## config.mk

```make
export PLATFORM = sky130hd
export DESIGN_NAME = neuron_volley_gen
export DESIGN_NICKNAME = d
export VERILOG_FILES = /design/src/rtl/neuron_volley_gen.sv
export SDC_FILE = /design/constraint.sdc
export NUM_CORES = 2
export LEC_CHECK = 0
export ABC_CLOCK_PERIOD_IN_PS = 22700
export CAP_MARGIN = 20
export CORE_AREA = 8 8 489 491
export CTS_BUF_LIST = sky130_fd_sc_hd__clkbuf_4
export CTS_CLUSTER_DIAMETER = 40
export DETAILED_ROUTE_END_ITERATION = 8
export DIE_AREA = 0 0 497 499
export GPL_TIMING_DRIVEN = 0
export PLACE_DENSITY = 0.46
export SLEW_MARGIN = 40
export SYNTH_ARGS = -nofsm -noshare
export SYNTH_HDL_FRONTEND = slang
export SYNTH_SLANG_ARGS = --single-unit
```

## constraint.sdc

```tcl
create_clock -name clk -period 22.7 [get_ports clk]
set_clock_uncertainty 0.2 [all_clocks]
set_input_delay 2.27 -clock clk [delete_from_list [all_inputs] [get_ports clk]]
set_output_delay 2.27 -clock clk [all_outputs]
set_load 0.01 [all_outputs]
```

## src/rtl/neuron_volley_gen.sv

```systemverilog
// neuron_volley_gen
// One layer of integrate-and-fire neurons evaluated over a gamma window of
// GAMMA_PERIOD sampled cycles. Each neuron accumulates the weights of the
// active input spikes. It fires once, one cycle after its potential first
// reaches THRESHOLD. After firing it stops integrating for the rest of the
// window. time_val tags each output cycle with the window-relative sample
// time. It reads all-ones whenever no window output is pending.
//
// Optional feature: define NEURON_LEAK_EN to enable leak. With leak, a
// non-fired neuron that sees zero summed input in a RUN cycle loses one unit
// of potential, floored at zero. When the macro is undefined, potential never
// decreases within a window.
module neuron_volley_gen #(
  parameter int NUM_NEURONS  = 16,
  parameter int NUM_INPUTS   = 16,
  parameter int WEIGHT_W     = 3,
  parameter int THRESHOLD    = 8,
  parameter int GAMMA_PERIOD = 16
) (
  input  logic                                        clk,
  input  logic                                        rst_l,
  input  logic                                        start,
  input  logic [NUM_INPUTS-1:0]                       input_spikes,
  input  logic [NUM_NEURONS*NUM_INPUTS*WEIGHT_W-1:0]  weights,
  output logic [NUM_NEURONS-1:0]                      spike_volley,
  output logic [$clog2(GAMMA_PERIOD):0]               time_val,
  output logic                                        busy,
  output logic                                        volley_done
);

  localparam int TV_W    = $clog2(GAMMA_PERIOD) + 1;
  localparam int W_MAX   = (1 << WEIGHT_W) - 1;
  // Worst case: every input active with maximum weight for the whole window.
  localparam int POT_MAX = NUM_INPUTS * GAMMA_PERIOD * W_MAX;
  localparam int POT_W   = (POT_MAX < 1) ? 1 : $clog2(POT_MAX + 1);
  localparam logic [TV_W-1:0] T_LAST = TV_W'(GAMMA_PERIOD - 1);

  typedef enum logic {
    S_IDLE,
    S_RUN
  } state_t;

  state_t                 r_state;
  logic [TV_W-1:0]        r_t;
  logic [POT_W-1:0]       r_pot [NUM_NEURONS];
  logic [NUM_NEURONS-1:0] r_fired;

  // Output stage: one cycle behind the sampling cycle.
  logic [NUM_NEURONS-1:0] r_spike_p1;
  logic [TV_W-1:0]        r_tval_p1;
  logic                   r_busy;
  logic                   r_done_p1;

  logic [POT_W-1:0]       w_sum     [NUM_NEURONS];
  logic [POT_W-1:0]       w_pot_nxt [NUM_NEURONS];
  logic [NUM_NEURONS-1:0] w_cross;

  // Threshold test done in 64 bits so THRESHOLD may exceed the potential range.
  function automatic logic f_reaches(input logic [POT_W-1:0] p);
    return (64'(p) >= 64'(THRESHOLD));
  endfunction

`ifdef NEURON_LEAK_EN
  // Leak by one unit, saturating at zero.
  function automatic logic [POT_W-1:0] f_leak_floor(input logic [POT_W-1:0] p);
    return (p == '0) ? '0 : (p - POT_W'(1));
  endfunction
`endif

  // Stage p0: weighted sum of the active inputs for every neuron.
  always_comb begin
    for (int n = 0; n < NUM_NEURONS; n++) begin
      w_sum[n] = '0;
      for (int j = 0; j < NUM_INPUTS; j++) begin
        if (input_spikes[j]) begin
          w_sum[n] = w_sum[n] + POT_W'(weights[(n*NUM_INPUTS+j)*WEIGHT_W +: WEIGHT_W]);
        end
      end
    end
  end

  // Updated potential and first-crossing detection for non-fired neurons.
  always_comb begin
    for (int n = 0; n < NUM_NEURONS; n++) begin
      w_pot_nxt[n] = r_pot[n] + w_sum[n];
`ifdef NEURON_LEAK_EN
      if (w_sum[n] == '0) begin
        w_pot_nxt[n] = f_leak_floor(r_pot[n]);
      end
`endif
      w_cross[n] = !r_fired[n] && f_reaches(w_pot_nxt[n]);
    end
  end

  // Window FSM: integration state plus the registered output stage.
  always_ff @(posedge clk) begin
    if (!rst_l) begin
      r_state    <= S_IDLE;
      r_t        <= '0;
      r_fired    <= '0;
      for (int n = 0; n < NUM_NEURONS; n++) begin
        r_pot[n] <= '0;
      end
      r_spike_p1 <= '0;
      r_tval_p1  <= '1;
      r_busy     <= 1'b0;
      r_done_p1  <= 1'b0;
    end else begin
      r_spike_p1 <= '0;
      r_tval_p1  <= '1;
      r_done_p1  <= 1'b0;
      case (r_state)
        S_IDLE: begin
          if (start) begin
            r_state <= S_RUN;
            r_t     <= '0;
            r_fired <= '0;
            for (int n = 0; n < NUM_NEURONS; n++) begin
              r_pot[n] <= '0;
            end
            r_busy  <= 1'b1;
          end
        end
        S_RUN: begin
          // start is ignored here; the window always runs to completion.
          for (int n = 0; n < NUM_NEURONS; n++) begin
            if (!r_fired[n]) begin
              r_pot[n] <= w_pot_nxt[n];
              if (w_cross[n]) begin
                r_fired[n] <= 1'b1;
              end
            end
          end
          // Stage p1 boundary: fire pulses and time tag of this sample.
          r_spike_p1 <= w_cross;
          r_tval_p1  <= r_t;
          if (r_t == T_LAST) begin
            r_state   <= S_IDLE;
            r_busy    <= 1'b0;
            r_done_p1 <= 1'b1;
          end else begin
            r_t <= r_t + TV_W'(1);
          end
        end
        default: begin
          r_state <= S_IDLE;
          r_busy  <= 1'b0;
        end
      endcase
    end
  end

  assign spike_volley = r_spike_p1;
  assign time_val     = r_tval_p1;
  assign busy         = r_busy;
  assign volley_done  = r_done_p1;

endmodule
```

==> flow_summary.json <==
{
  "ctsHoldBuffers": 0,
  "cts.clk_slew.worst_paths_ns": 0.08,
  "finalCriticalPeriod_ns": 19.33,
  "wirelength_microns": 324000,
  "dieArea_sq_mm": 0.248,
  "die_h_microns": 499,
  "ys_warn_count": 0,
  "dp_slack_ns": 2.24,
  "first_pass_iters": 6,
  "synth.top_cell.area_share": 0.160,
  "slowest_stage": "clkdlybuf4s50_1",
  "portBuffers": 807,
  "drive_gt1_frac": 0.0827,
  "cts_tree": "done",
  "syn_inst": 8775,
  "worstPathArrival_ns": 19.82,
  "cts_max_level": 2,
  "numCtsBuffers": 58,
  "first_global_vias": 68400,
  "wire_per_inst_microns": 25.3,
  "outcome": "finished clean",
  "synth_seq_cells": 221,
  "synth-simple-area-share": 0.171,
  "final_core_util": 0.356,
  "finalWeightedCongestion": 0.943,
  "crit_family": "adder cells",
  "synthMuxAreaShare": 0.0985,
  "final.setup.tns_ns": 0,
  "rows": 177,
  "synth_commonest_cells": "912 x inv_1, 886 x ha_1, 695 x xnor2_1",
  "root_buffer": "clkbuf_4",
  "crit_buf_inv": 12,
  "critPathKind": "in -> reg",
  "hold_viol": 0,
  "grt_use_total": 0.248,
  "endpoint_kind": "flip-flop",
  "fmax_mhz": 51.7,
  "startpoint_type": "input port",
  "hold_ws_ns": 0.251,
  "setup_viol": 0,
  "grt_max_degree": 17,
  "fin_nets": 11600,
  "synth_compound_area_frac": 0.194,
  "critPathMaxStageDelay_ns": 0.76,
  "synth_edf_count": 165,
  "worstPathMaxFanout": 10,
  "rsz0062_at_grt": "no",
  "ys_seq_area_frac": 0.0879,
  "clockBufferDepth": 3,
  "yosysTopAreaCell": "ha_1",
  "ant_nets": 0,
  "synthFlopType": "edfxtp_1",
  "synthAdderAreaFrac": 0.239,
  "synthesis.nets": 10700,
  "overflow": 0,
  "netlist_area_sq_mm": 0.0691,
  "yosys-top-cells-area": "ha_1 16%, xnor2_1 8.8%, fa_1 7.4%, edfxtp_1 7.2%, mux2_2 5.1%",
  "slew_violations": 0,
  "worstMarginPinSlew_ns": 0.912,
  "critPathMostFrequentCell": "fa_1",
  "fin_ws_ns": 3.37,
  "yosysMostFrequentCell": "inv_1",
  "drtIter0Drc": 4901,
  "worstPathRequired_ns": 23.19,
  "relSlewSlack": 0.387,
  "area_delta_synth_final_pct": 19.1,
  "synth_top_family_by_area": "adder cells",
  "max_cap_violations": 0,
  "async_reset_ff_frac": 0,
  "ios": 810,
  "cts_setup_buffers": 0,
  "finalCritPeriodShare": 0.851,
  "num_vias": 68700,
  "antenna_found_initial": 123,
  "drc": 0,
  "n_fill_cell": 24000,
  "hpwl_microns": 287000,
  "core-area_sq_mm": 0.231,
  "synth_cell_type_count": 114,
  "cts_sinks": 221,
  "via_per_inst": 5.36,
  "die_w_microns": 497,
  "cts_resized": 0,
  "initial_utilization": 0.299,
  "insertion_delay_ns": 0.82,
  "grt_pass1_wl_microns": 458000,
  "syn_area_per_cell_sq_um": 7.87,
  "synthXorXnorAreaFrac": 0.144,
  "min_path_type": "reg -> reg"
}
[final cells by class]
| class | instances | area, sq um | share of cell area |
|---|---|---|---|
| Antenna cell | 64 | 160 | 0.00195 |
| Buffer | 235 | 1180 | 0.0144 |
| Clock buffer | 82 | 616 | 0.00748 |
| Clock inverter | 27 | 116 | 0.00141 |
| Inverter | 920 | 3460 | 0.0420 |
| Multi-Input combinational cell | 7399 | 58600 | 0.712 |
| Sequential cell | 221 | 6080 | 0.0738 |
| Tap cell | 3043 | 3810 | 0.0463 |
| Timing Repair Buffer | 819 | 8290 | 0.101 |
[placed cells by master (no fill, tap or decap), types with 45 or more instances in the layout]
master             n
a211oi_1          72
a21o_1           142
a21oi_1          575
and2_1            71
buf_2             45
clkbuf_1          63
clkbuf_2         106
clkbuf_4          82
clkdlybuf4s50_1  806
dfxtp_1           56
diode_2           64
edfxtp_1         165
fa_1             254
ha_1             886
inv_1            912
mux2_2           311
mux2_4            79
mux2i_1          206
nand2_1          551
nand2b_1          57
nand3_1          139
nor2_1           675
nor2b_1          448
nor3_1           116
o211ai_1          61
o21a_1           110
o21ai_0          664
o21ai_1           60
o21bai_1         106
o22ai_1           51
xnor2_1          695
xor2_1           289
[stage by stage]
stage / area [sq um] / instances
after floorplan: 69100 / 8775
after global placement: 81000 / 12600
after detailed placement: 81400 / 12600
after CTS: 82100 / 12700
after global routing: 82200 / 12800
final: 82300 / 12800
[logic make-up (layout without fill, tap and decap cells)]
kind of cell	after synthesis	count (layout)
AND/OR/NAND/NOR	2390	2390
AO/OA/AOI/OAI	2185	2185
adder cells (fa/ha/maj)	1173	1173
buffers and inverters	1155	2083
XOR/XNOR	1052	1052
multiplexers	599	599
flip-flops	221	221
other	0	64
[layer usage]
layer	GRT usage	vias to the layer above	wire length, microns
met4	0.0789	14	10900
met3	0.0257	359	16400
li1	-	32600	-
met1	0.336	33500	149000
met5	0	-	89
met2	0.413	2202	148000
[path summary, 6_finish.rpt]
kind,startpoint,to,slack (ns),cells after the start
max,input_spikes[0],r_fired[3]$_SDFFE_PN0P_,3.37,66
max reg2reg,r_pot[1][44]$_SDFFCE_PN0P_,r_fired[12]$_SDFFE_PN0P_,19.08,14
min,r_fired[0]$_SDFFE_PN0P_,spike_volley[0]$_SDFF_PN0_,0.25,1
min reg2reg,r_fired[0]$_SDFFE_PN0P_,spike_volley[0]$_SDFF_PN0_,0.25,1
[state kept, by name, indices dropped and copies added (netlist names)]
register	cells
r_fired	16
volley_done	1
r_pot	176
r_t	5
spike_volley	16
busy	1
r_state	1
time_val	5
[worst reg2reg max path: stages, from the launching register on]
cell and delay, ns:
edfxtp_1 0.38, ha_1 0.23, fa_1 0.42, a21o_1 0.18
a21oi_1 0.21, o21bai_1 0.10, a21oi_1 0.23, o21bai_1 0.10
a21oi_1 0.23, o21bai_1 0.09, a21oi_1 0.18, xnor2_1 0.10
or4_1 0.59, a21oi_1 0.18, nor2_1 0.05
Power is not shown: default switching activity piles up to over one toggle a cycle in this logic, so the estimate is an artifact.
